$ cat src/rtl/usr_sequencer.sv
// Command sequencer for the 4-bit universal shift register.
// Issues one load cycle and N op cycles, then captures the USR output from q_fb.
module usr_sequencer #(
  parameter int unsigned CNT_W = 3
) (
  input  logic             clk,
  input  logic             reset,
  input  logic             start,
  input  logic [2:0]       op,
  input  logic [CNT_W-1:0] count,
  input  logic [3:0]       data_in,
  input  logic [3:0]       q_fb,
  output logic [3:0]       li,
  output logic [2:0]       si,
  output logic             busy,
  output logic             done,
  output logic [3:0]       result,
  output logic             err
);

  localparam logic [1:0] S_IDLE  = 2'd0;
  localparam logic [1:0] S_LOAD  = 2'd1;
  localparam logic [1:0] S_SHIFT = 2'd2;
  localparam logic [1:0] S_DONE  = 2'd3;

  localparam logic [2:0] OP_LOAD = 3'b000;

  logic [1:0]       state_q,  state_d;
  logic [2:0]       op_q,     op_d;
  logic [CNT_W-1:0] cnt_q,    cnt_d;
  logic [CNT_W-1:0] rem_q,    rem_d;
  logic [3:0]       data_q,   data_d;
  logic             ill_q,    ill_d;
  logic             done_q,   done_d;
  logic [3:0]       result_q, result_d;
  logic             err_q,    err_d;

  logic op_illegal;

  assign op_illegal = (op == 3'b000) || (op == 3'b100) || (op == 3'b111);

  always_comb begin
    state_d  = state_q;
    op_d     = op_q;
    cnt_d    = cnt_q;
    rem_d    = rem_q;
    data_d   = data_q;
    ill_d    = ill_q;
    done_d   = 1'b0;
    result_d = result_q;
    err_d    = err_q;
    case (state_q)
      S_IDLE: begin
        if (start) begin
          op_d    = op;
          cnt_d   = count;
          data_d  = data_in;
          ill_d   = op_illegal;
          state_d = S_LOAD;
        end
      end
      S_LOAD: begin
        if (ill_q || (cnt_q == '0)) begin
          state_d = S_DONE;
        end else begin
          rem_d   = cnt_q;
          state_d = S_SHIFT;
        end
      end
      S_SHIFT: begin
        // Saturating decrement; <=1 also exits if remaining were ever 0.
        if (rem_q != '0) rem_d = rem_q - 1'b1;
        if (rem_q <= CNT_W'(1)) state_d = S_DONE;
      end
      S_DONE: begin
        result_d = q_fb;
        err_d    = ill_q;
        done_d   = 1'b1;
        state_d  = S_IDLE;
      end
      default: state_d = S_IDLE;
    endcase
  end

  always_ff @(posedge clk or posedge reset) begin
    if (reset) begin
      state_q  <= S_IDLE;
      op_q     <= '0;
      cnt_q    <= '0;
      rem_q    <= '0;
      data_q   <= '0;
      ill_q    <= 1'b0;
      done_q   <= 1'b0;
      result_q <= '0;
      err_q    <= 1'b0;
    end else begin
      state_q  <= state_d;
      op_q     <= op_d;
      cnt_q    <= cnt_d;
      rem_q    <= rem_d;
      data_q   <= data_d;
      ill_q    <= ill_d;
      done_q   <= done_d;
      result_q <= result_d;
      err_q    <= err_d;
    end
  end

  // Outside LOAD the USR is fed its own output so it holds between steps.
  always_comb begin
    si = (state_q == S_SHIFT) ? op_q : OP_LOAD;
    li = (state_q == S_LOAD) ? data_q : q_fb;
  end

  assign busy   = (state_q != S_IDLE);
  assign done   = done_q;
  assign result = result_q;
  assign err    = err_q;

endmodule

$ cat config.mk
export PLATFORM = sky130hd
export DESIGN_NAME = usr_sequencer
export DESIGN_NICKNAME = d
export VERILOG_FILES = /design/src/rtl/usr_sequencer.sv
export SDC_FILE = /design/constraint.sdc
export NUM_CORES = 1
export LEC_CHECK = 0
export CAP_MARGIN = 20
export CORE_MARGIN = 4
export CORE_UTILIZATION = 51
export DETAILED_ROUTE_END_ITERATION = 6
export PLACE_DENSITY_LB_ADDON = 0.15
export SYNTH_ARGS = -nofsm -noshare
export SYNTH_HDL_FRONTEND = slang
export SYNTH_SLANG_ARGS = --single-unit
$ cat constraint.sdc
create_clock -name clk -period 2.7 [get_ports clk]
set_input_delay 0.675 -clock clk [delete_from_list [all_inputs] [get_ports clk]]
set_output_delay 0.675 -clock clk [all_outputs]
set_load 0.05 [all_outputs]
* Yosys cells after proc, flatten, opt, wreduce, memory -nomap -nowiden
Cells that the tools add are included.
** Word-level totals
- Logic and storage cells :: 42
- Output and inout port bits :: 14
- Register bits :: 22
** Cells by class
- Equality and inequality tests :: 9
- Order comparisons :: 1
- Mux-type cells :: 10
- Add/sub/neg operators :: 1
- Reduce and logical (&&, ||, !) cells :: 12
** Operators by type and width (number)
- 3-bit 2-to-1 mux :: 3
- 2-bit != test, second input constant :: 4
- 2-bit case mux with 4 select lines :: 1
- 3-bit equality test, second input constant :: 2
- 3-bit logical NOT :: 2
- 3-bit case mux with 2 select lines :: 1
- 2-bit equality test, second input constant :: 2
- 2-bit 2-to-1 mux :: 2
- 4-bit 2-to-1 mux :: 1
- 2-bit AND reduction :: 2
- 2-bit nonzero test :: 2
- 3-bit by 1-bit less-or-equal comparator with 1-bit output, second input constant :: 1
- 1-bit logical OR :: 3
- 3-bit AND reduction :: 1
- 3-bit nonzero test :: 1
- 3-bit by 1-bit subtractor with 3-bit output, second input constant :: 1
- 2-bit by 1-bit equality test with 1-bit output, second input constant :: 1
- 2-bit logical NOT :: 1
- 1-bit 2-to-1 mux :: 2

* Longest topological paths before layout
- Word-level depth :: 4
- Depth in mapped cells :: 7

* Worst setup path before layout
No wires, ideal clock.
- Path type :: reg2out
- Start :: register state_q[0]
- End :: output si[0]
- Data required time :: 2025 ps
- Stages on the path, launching flop included :: 5
- Data arrival time :: 1275 ps
- Slack :: 750 ps
- Cells stage by stage :: dfrtp_1 > inv_1 > ha_1 > buf_6 > and2_1
** On the way
- Word-level cells in the longest chain between the ends :: 2
** Ends and longest elaborated chain
- from (decl) :: line 28 : logic [1:0] state_q, state_d;
- from (signal assigned) :: line 97 : state_q <= state_d;
- 2-bit equality test :: line 111 : si = (state_q == S_SHIFT) ? op_q : OP_LOAD;
- 3-bit 2-to-1 mux :: line 111
- to (decl) :: line 14 : output logic [2:0] si,
No other way between the ends.

* Worst setup path after layout
- Start :: register state_q[0]
- End :: output busy
** On the way
- Word-level cells in the longest chain between the ends :: 1
** Ends and longest elaborated chain
- 2-bit nonzero test :: line 115 : assign busy = (state_q != S_IDLE);
- to (decl) :: line 15 : output logic busy,
No other way between the ends.

==> reports/metrics.csv <==
stage,metric,value,unit
setup_path,r2r_cells,5,
grt,grt_pass1_wl,3732,µm
sta,fin_crit_sh,94.69,%
placement,hpwl,1612,µm
final_layout,drive_gt1_share,30.33,%
floorplanning,dieArea,0.003095,mm²
sta,hold_viol,0,
clock_network,clock_path_buffers,2,
floorplanning,initial_core_util,56.13,%
setup_path,worst_setup_path_start_kind,flop,
clock_network,cts_tree,yes,
outcome,run_status,completed,
grt,track_usage,15.22,%
drt,drt-total-wl,2149,µm
synthesis,synth_cell_types,25,
synthesis,netlist.area_leader.share,47.57,%
pwr,p_leak,0.6827,nW
drt,wl_met2,1081,µm
synthesis,synth_edf_count,0,
pwr,power,2.013,mW
floorplanning,rows,16,
setup_path,worst-path-max-fanout,4,
placement,port_buffers,30,
setup_path,worst-endpoint-arrival,1.88,ns
setup_path,cp_common_cell,inv_1,
drt,met1Wirelength,944,µm
grt,grt_max_degree,23,
pwr,power-per-cell-area,1321,mW/mm²
clock_network,htreeDepth,1,
final_layout,final_area,0.001524,mm²
synthesis,synth_area,0.001157,mm²
synthesis,ys_seq_area_share,47.57,%
grt,grt_pass1_vias,823,
clock_network,root_buffer,clkbuf_4,
grt,overflow,0,
final_layout,diodes,0,
clock_network,cts_setup_buffers,0,
hold_path,hold_path_class,reg -> reg,
drt,ant_nets,0,
floorplanning,die_w,55.64,µm
drt,num_vias,771,
synthesis,synth_ff_type,dfrtp_1,
clock_network,numCtsBuffers,3,
final_layout,nets,149,
floorplanning,coreArea,0.002062,mm²
clock_network,clkSinkCount,22,
sta,fin_setup_tns,0,ns
setup_path,crit_type,reg -> out,
synthesis,syn_inst,91,
clock_network,path_clk_slew,0.12,ns
drt,vias_per_cell,5.174,
floorplanning,pin_count,31,
synthesis,synth_area_leader_cell,dfrtp_1,
setup_path,cp_slowest_cell,clkdlybuf4s50_1,
sta,max_freq,391.1,MHz
synthesis,synthTopCellsByArea,"dfrtp_1 (48%), mux2_2 (19%), ha_1 (8.6%)",
grt,antenna_found_initial,0,
drt,route.detailed.drc,0,
synthesis,synth_nets,116,
drt,topRoutingLayerUsed,met4,
setup_path,cpPeakStageDelay,0.79,ns
floorplanning,die_y,55.64,µm
drt,post_drt_wl_per_cell,14.42,µm
sta,skew,0.003012,ns
setup_path,worstPathRequired,2.03,ns
placement,placed_area,0.001501,mm²
synthesis,postSynthAreaPerCell,12.72,µm²
job,cap_viol_max_count,0,
synthesis,synthArstFlopShare,100.0,%
drt,first_pass_iters,4,
sta,finalSetupViolations,0,
pwr,peakVddDrop,0.8450,mV
clock_network,cts.repair.resized,0,
sta,rsz0062_at_grt,false,
sta,maxSlewViolCount,0,
clock_network,clock_latency,0.30,ns
setup_path,end_kind,primary output,
drt,wl_met3,99,µm
sta,slew-limit-headroom,66.14,%
clock_network,cts_hold_buf,0,
placement,place.gp.congestion,0.7101,
synthesis,ys_warn_count,0,
hold_path,holdPathStages,1,
setup_path,crit_chain,"inv_1, ha_1, inv_1, clkdlybuf4s50_1",
sta,tightest_slew,0.5064,ns
drt,first_iter_violations,20,
final_layout,area_delta_synth_final,31.68,%
sta,period_needed,2.557,ns
synthesis,ys_ff_latch,22,
[cell usage in the layout, fill, tap and decap left out, types with 2 or more instances in the layout]
master,count
clkdlybuf4s50_1,23
dfrtp_1,22
mux2_2,20
inv_1,8
ha_1,8
nand2_1,5
buf_4,4
buf_12,4
and2_1,3
o21ai_0,3
mux2i_1,3
clkbuf_4,3
nor2_1,2
[layout make-up]
cell class / instances / area, µm²
multi-input cells: 58 / 546.8
well taps: 27 / 33.78
repair buffers: 31 / 340.3
clock buffers: 3 / 22.52
flip-flops and latches: 22 / 550.5
inverters: 8 / 30.03
fillers: 156 / 538.0
[cell usage after synthesis, types with 2 or more instances]
cell type and count:
and2_1 3, inv_1 8, mux2_2 20, o21ai_0 3, nor2_1 2, nand2_1 5
mux2i_1 3, buf_6 2, ha_1 8, dfrtp_1 22
[path summary, 6_finish.rpt]
path	endpoint	startpoint	slack [ns]
setup / recovery	busy	state_q[0]	0.14
hold / removal	op_q[0]	op_q[0]	0.52
setup reg to reg	state_q[1]	state_q[0]	0.99
hold reg to reg	op_q[0]	op_q[0]	0.52
max in group asynchronous	done	reset	1.79
min in group asynchronous	err	reset	0.69
[per-stage QoR]
| step | setup slack [ns] | cells | hold WS (ns) | util (%) |
|---|---|---|---|---|
| final | 0.1433 | 149 | 0.5151 | 73.91 |
| after global routing | 0.03336 | 149 | 0.5352 | 73.91 |
| after CTS | 0.1352 | 149 | 0.5190 | 73.91 |
| after detailed placement | 0.4667 | 146 | 0.4918 | 72.82 |
| after global placement | 0.4929 | 146 | 0.4791 | 72.82 |
| after floorplan | 0.7497 | 91 | 0.4704 | - |
[flip-flops by register name (all words and copies together) (netlist names)]
register and cells:
ill_q 1, result 4, done 1, data_q 4, rem_q 3, op_q 3, state_q 2, cnt_q 3
err 1
[worst max-delay path: cells and delay by family, from the launching register on]
family     cells  cell delay [ns]
fa+ha+maj      1             0.24
buf+inv        3             0.95
flops          1             0.40
[power breakdown]
group | leakage [nW] | switching (mW) | total [mW] | internal, mW
Combinational | 0.407 | 0.675 | 1.25 | 0.578
Sequential | 0.262 | 0.113 | 0.612 | 0.499
Clock | 0.0138 | 0.0965 | 0.149 | 0.0521
Total | 0.683 | 0.884 | 2.01 | 1.13
[cells by family (layout without fill, tap and decap cells)]
| group | after synthesis | in the layout | synth area share, % |
|---|---|---|---|
| muxes | 24 | 24 | 23.35 |
| AOI/OAI and AO/OA | 10 | 10 | 6.919 |
| and+or+nand+nor | 16 | 16 | 8.325 |
| DFF | 22 | 22 | 47.57 |
| adders and majority gates | 8 | 8 | 8.649 |
| buffers and inverters | 11 | 42 | 5.189 |
[metal layers]
metal / vias up / GRT usage [%]
met1: 377 / 18.16
li1: 374 / -
met5: - / 0
met2: 18 / 25.84
met3: 2 / 4.640
met4: 0 / 5.208
Note: power is estimated with default switching activity, not from simulation.
